--- src/rtl/qam_pkg.sv ---
// qam_pkg: shared QAM symbol widths, receiver framing states and Gray code helpers.
package qam_pkg;
  localparam int SYM_W = 6;
  localparam int AXIS_W = 3;
  typedef enum logic [1:0] {HUNT, WAIT_Q, WAIT_I} state_t;
  function automatic logic [AXIS_W-1:0] gray2bin(input logic [AXIS_W-1:0] g);
    logic [AXIS_W-1:0] b;
    b[AXIS_W-1] = g[AXIS_W-1];
    for (int i = AXIS_W - 2; i >= 0; i--) b[i] = b[i+1] ^ g[i];
    return b;
  endfunction
  function automatic logic [AXIS_W-1:0] bin2gray(input logic [AXIS_W-1:0] b);
    return b ^ (b >> 1);
  endfunction
endpackage

--- src/rtl/qam_edge_sync.sv ---
// qam_edge_sync: registers the modulator inputs and detects clk_m rising edges in the clk domain.
module qam_edge_sync
  import qam_pkg::*;
(
  input  logic              clk,
  input  logic              rst,
  input  logic              clk_m,
  input  logic              m_align,
  input  logic [AXIS_W-1:0] A_reg,
  output logic              strobe,
  output logic              m_align_s,
  output logic [AXIS_W-1:0] A_s
);
  logic clk_m_s1_q, clk_m_s2_q;
  always_ff @(posedge clk) begin
    if (!rst) begin
      clk_m_s1_q <= 1'b0;
      clk_m_s2_q <= 1'b0;
      m_align_s  <= 1'b0;
      A_s        <= '0;
    end else begin
      clk_m_s1_q <= clk_m;
      clk_m_s2_q <= clk_m_s1_q;
      m_align_s  <= m_align;
      A_s        <= A_reg;
    end
  end
  assign strobe = clk_m_s1_q & ~clk_m_s2_q;
endmodule

--- src/rtl/qam_demodulation.sv ---
// qam_demodulation: recovers I/Q framing from the modulator strobe, Gray-decodes symbols,
// and tracks lock, loss and timeout with a saturating error counter.
module qam_demodulation
  import qam_pkg::*;
#(
  parameter int LOCK_COUNT = 4,
  parameter int LOSS_COUNT = 3,
  parameter int TIMEOUT    = 64
) (
  input  logic              clk,
  input  logic              rst,
  input  logic              clk_m,
  input  logic              m_align,
  input  logic [AXIS_W-1:0] A_reg,
  output logic [SYM_W-1:0]  sym_data,
  output logic              sym_valid,
  output logic              locked,
  output logic [7:0]        err_cnt
);
  localparam int GW = $clog2(LOCK_COUNT + 1);
  localparam int MW = $clog2(LOSS_COUNT + 1);
  localparam int IW = $clog2(TIMEOUT + 1);
  state_t            state_q;
  logic [GW-1:0]     good_q;
  logic [MW-1:0]     miss_q;
  logic [IW-1:0]     idle_q;
  logic [AXIS_W-1:0] i_q;
  logic [SYM_W-1:0]  sym_data_q;
  logic              sym_valid_q, locked_q;
  logic [7:0]        err_q, err_d;
  logic              strobe, m_align_s, fr_err, q_ok, timeout, loss;
  logic [AXIS_W-1:0] a_s;

  qam_edge_sync u_sync (
    .clk      (clk),
    .rst      (rst),
    .clk_m    (clk_m),
    .m_align  (m_align),
    .A_reg    (A_reg),
    .strobe   (strobe),
    .m_align_s(m_align_s),
    .A_s      (a_s)
  );

  // A strobe always wins over the idle terminal count, so timeout requires !strobe.
  always_comb begin
    fr_err  = strobe && (state_q == WAIT_Q ? m_align_s : (state_q == WAIT_I && !m_align_s));
    q_ok    = strobe && state_q == WAIT_Q && !m_align_s;
    timeout = !strobe && state_q != HUNT && idle_q == IW'(TIMEOUT - 1);
    loss    = fr_err && locked_q && miss_q == MW'(LOSS_COUNT - 1);
    err_d   = (fr_err || timeout) && err_q != 8'hff ? err_q + 8'd1 : err_q;
  end

  always_ff @(posedge clk) begin
    if (!rst) begin
      state_q     <= HUNT;
      good_q      <= '0;
      miss_q      <= '0;
      idle_q      <= '0;
      i_q         <= '0;
      sym_data_q  <= '0;
      sym_valid_q <= 1'b0;
      locked_q    <= 1'b0;
      err_q       <= '0;
    end else begin
      sym_valid_q <= 1'b0;
      err_q       <= err_d;
      idle_q      <= (state_q == HUNT || strobe) ? '0 : idle_q + 1'b1;
      if (strobe && m_align_s) i_q <= gray2bin(a_s);
      if (timeout || loss) begin
        state_q  <= HUNT;
        locked_q <= 1'b0;
        good_q   <= '0;
        miss_q   <= '0;
        idle_q   <= '0;
      end else if (fr_err) begin
        good_q <= '0;
        miss_q <= miss_q == MW'(LOSS_COUNT) ? miss_q : miss_q + 1'b1;
      end else if (q_ok) begin
        state_q <= WAIT_I;
        miss_q  <= '0;
        good_q  <= good_q == GW'(LOCK_COUNT) ? good_q : good_q + 1'b1;
        if (good_q >= GW'(LOCK_COUNT - 1)) locked_q <= 1'b1;
        if (locked_q) begin
          sym_valid_q <= 1'b1;
          sym_data_q  <= {i_q, gray2bin(a_s)};
        end
      end else if (strobe && m_align_s) begin
        state_q <= WAIT_Q;
      end
    end
  end

  assign sym_data  = sym_data_q;
  assign sym_valid = sym_valid_q;
  assign locked    = locked_q;
  assign err_cnt   = err_q;
endmodule

--- config.mk ---
export PLATFORM = sky130hd
export DESIGN_NAME = qam_demodulation
export DESIGN_NICKNAME = d
export VERILOG_FILES = /design/src/rtl/qam_pkg.sv /design/src/rtl/qam_edge_sync.sv /design/src/rtl/qam_demodulation.sv
export SDC_FILE = /design/constraint.sdc
export NUM_CORES = 1
export LEC_CHECK = 0
export BUFFER_PORTS_ARGS = -buffer_cell sky130_fd_sc_hd__buf_4
export CAP_MARGIN = 20
export CORE_AREA = 2 2 60 62
export CTS_BUF_LIST = sky130_fd_sc_hd__clkbuf_8
export DETAILED_ROUTE_END_ITERATION = 16
export DIE_AREA = 0 0 62 64
export GPL_TIMING_DRIVEN = 1
export PLACE_DENSITY_LB_ADDON = 0.05
export SKIP_LAST_GASP = 1
export SYNTH_ARGS = -nofsm -noshare
export SYNTH_HDL_FRONTEND = slang
export SYNTH_HIERARCHICAL = 1
export SYNTH_SLANG_ARGS = --single-unit
--- constraint.sdc ---
create_clock -name clk -period 1.7 [get_ports clk]
set_input_delay 0.085 -clock clk [delete_from_list [all_inputs] [get_ports clk]]
set_output_delay 0.085 -clock clk [all_outputs]
set_load 0.1 [all_outputs]
==> flow_summary.toml <==
[status]
status = "finished, final reports clean"

[synthesis]
synthXorXnorAreaFrac_pct = 3.57
synth.area.mux_share_pct = 4.08
netlist_top_cells_area = "dfxtp_1, a21oi_1, nand2_1"
synth_compound_area_share_pct = 13.3
yosysTopAreaCell = "dfxtp_1"
netlist_instances = 194
seq_area_frac_synth_pct = 45.4
avgSynthCellArea_sq_um = 8.86
yosys.area_share.simple_pct = 24.0
synth_cell_type_count = 36
synth_top_cell_area_share_pct = 45.4
ys.flop_type = "dfxtp_1"
synthAdderAreaFrac_pct = 5.09
syn_nets = 208
synth_seq_cells = 39
synth_top_family_by_area = "simple AND/OR/NAND/NOR gates"
async_reset_ff_share_pct = 0
synth_edf_count = 0
ys_warn_count = 6
syn_area_sq_um = 1720

[grt]
met3_usage_pct = 5.87
grt_pass1_wl_microns = 6070
antenna_found_initial = 0
gr-total-overflow = 0
top_usage_layer = "met2"
grt_usage_pct = 20.2
met2_usage_pct = 34.8
use_met1_pct = 22.9
grt_pass1_vias = 1438
grt_max_degree = 24

[sta]
timing.setup.tns_ns = 0
fin_ws_ns = 0.0556
slew_viol_final = 0
worst_pin_slew_ns = 0.443
fin_crit_sh_pct = 96.7
final-hold-violation-count = 0
fin_crit_ns = 1.64
fin_skew_ns = 0.00560
slew_headroom_pct = 70.2
rsz0062_at_grt = "true"
fmax_mhz = 608
final-setup-viol-count = 0

[pwr]
ir_worst_vdd_mv = 0.487
p_per_area_nw_per_um2 = 813
leakage_nw = 0.822
p_sw_uw = 376
switching_share_pct = 21.2
clkPwrFrac_pct = 43.4
pwr-share-comb_pct = 4.1
p_int_mw = 1.40
seqPwrFrac_pct = 52.5

[clocking]
tritoncts = "done"
htree_levels = 2
clock_latency_ns = 0.29
root_buffer = "clkbuf_8"
clock-sinks = 39
clkTransAtPathRegs_ns = 0.08
cts_buffers = 5
clockBufferDepth = 2

[worst_setup_path]
path_cells = "ha_4 > nand4_1 > or3_4 > a211o_1 > a221oi_2"
path_class = "reg -> reg"
cp-start-kind = "register"
rr_endpoint = "err_cnt[6]"
reg2reg_slack_ns = 0.06
max_stage_delay_ns = 0.44
critPathMaxFanout = 8
cp.required_ns = 1.91
rr_worst_depth = 5
slowest_stage = "or3_4"
cp_num_buf_inv = 0
cp.depth = 5
cp-endpoint = "err_cnt[6]"
crit_arrival_ns = 1.85
startpoint = "idle_q[1]"
critPathTopFamily = "simple AND/OR/NAND/NOR gates"
worst_r2r_startpoint = "idle_q[1]"
crit_path_end_kind = "register"

[cells_and_area]
design_area_sq_um = 2180
final_cell_mix = "buf_4, dfxtp_1, nand2_1, a21oi_1"
areaGrowthSynthToFinish_pct = 26.7
layout_commonest_cell = "buf_4"
diodes = 0
nNetsFinal = 247
layout-drive-gt1-share_pct = 25.6

[placed_design]
hpwl_microns = 2390
gp_congestion = 0.782
place_ws_ns = -0.0266
io_buffer_count = 22
dpl-instance-area_sq_um = 2010

[route]
wirelength_microns = 3380
ant_nets = 0
dr_total_vias = 1454
vias_per_cell = 5.19
drc = 0
drt_iter0_drc = 69
dr.pass1.iters = 4
avgRoutedWirePerCell_microns = 12.1

[floorplanning]
coreArea_sq_um = 3280
dieArea_sq_um = 3970
dieHeight_microns = 64
row_count = 21
ios = 23
initial_utilization_pct = 52.3
die_w_microns = 62

[min_path]
hold_class = "in -> reg"

[flow_run]
drv_cap = 0
[metrics by stage]
step | hold WS [ns] | util [%] | power (mW) | instances
6_report | 0.153 | 66.3 | 1.77 | 280
5_1_grt | 0.174 | 66.3 | 1.84 | 280
4_1_cts | 0.151 | 66.2 | 1.79 | 280
3_5_place_dp | 0.298 | 61.1 | 1.01 | 267
3_3_place_gp | 0.290 | 61.1 | 1.01 | 267
2_1_floorplan | 0.207 | - | 0.990 | 194
[cell usage after synthesis, types with 2 or more instances]
cell type and number:
o21ai_0 5, nand3_1 15, clkbuf_1 2, mux2i_1 7, a211oi_1 3, o211ai_1 3, ha_1 7, nor2_1 15
dfxtp_1 39, nand2_1 25, inv_1 9, nor3b_1 2, a21oi_1 19, nand4_1 2, xnor2_1 5, nand2b_1 8
a211o_1 2, and2_1 6, xor2_1 2, or3_1 2
[flip-flops by register name, summed over array words and instances, names as in the netlist]
signal / cells
err_cnt: 8
idle_q: 7
sym_data: 6
good_q: 3
i_q: 3
u_sync/A_s: 3
miss_q: 2
state_q: 2
locked: 1
sym_valid: 1
u_sync/clk_m_s1_q: 1
u_sync/clk_m_s2_q: 1
u_sync/m_align_s: 1
[worst register-to-register path: stages (launching register included)]
cell	delay, ns
dfxtp_2	0.35
ha_4	0.14
nand4_1	0.10
or3_4	0.44
a211o_1	0.32
a221oi_2	0.22
[power by group through the flow]
stage / logic [mW] / clock network, mW / registers [mW]
2_1_floorplan: 0.0390 / 0 / 0.951
3_3_place_gp: 0.0605 / 0 / 0.951
3_5_place_dp: 0.0632 / 0 / 0.952
4_1_cts: 0.0725 / 0.788 / 0.930
5_1_grt: 0.0824 / 0.827 / 0.931
6_report: 0.0729 / 0.769 / 0.930
[area by class of cell]
class	instances	area [sq um]
fill	282	1110
multi-input combinational	140	882
sequential	39	795
timing repair buffer	38	298
clock buffer	5	68.8
tap	46	57.6
clock inverter	3	43.8
inverter	9	33.8
[layer usage]
| metal | share of wire [%] | wire length (microns) |
|---|---|---|
| met1 | 41 | 1390 |
| met2 | 53 | 1790 |
| met3 | 4.2 | 141 |
| met4 | 1.7 | 59 |
| met5 | 0 | 0 |
[worst min path at each step]
stage,start,end,slack [ns],cells after the start
floorplan,A_reg[0],u_sync/A_s[0],0.21,1
global placement,A_reg[0],u_sync/A_s[0],0.29,2
global route,rst,err_cnt[7],0.17,3
CTS,rst,err_cnt[7],0.15,3
finish,rst,err_cnt[7],0.15,3
detailed placement,A_reg[0],u_sync/A_s[0],0.30,2
[kinds of logic (layout without fill, tap and decap cells)]
kind of cell	count (synthesis)	after routing
fa+ha+maj	7	7
mux	7	7
compound gates	37	37
buf+inv	15	55
flops	39	39
simple gates	82	82
xor+xnor	7	7
[what timing repair did]
item / in CTS / in global routing
setup buffers: 0 / 0
hold buffers: 5 / 0
pin swaps: 0 / 1
endpoints found under the hold margin: 5 / 0
setup endpoints to repair: 5 / 8
gates resized for setup: 1 / 1
No activity file was read; power rests on OpenSTA's default activity.
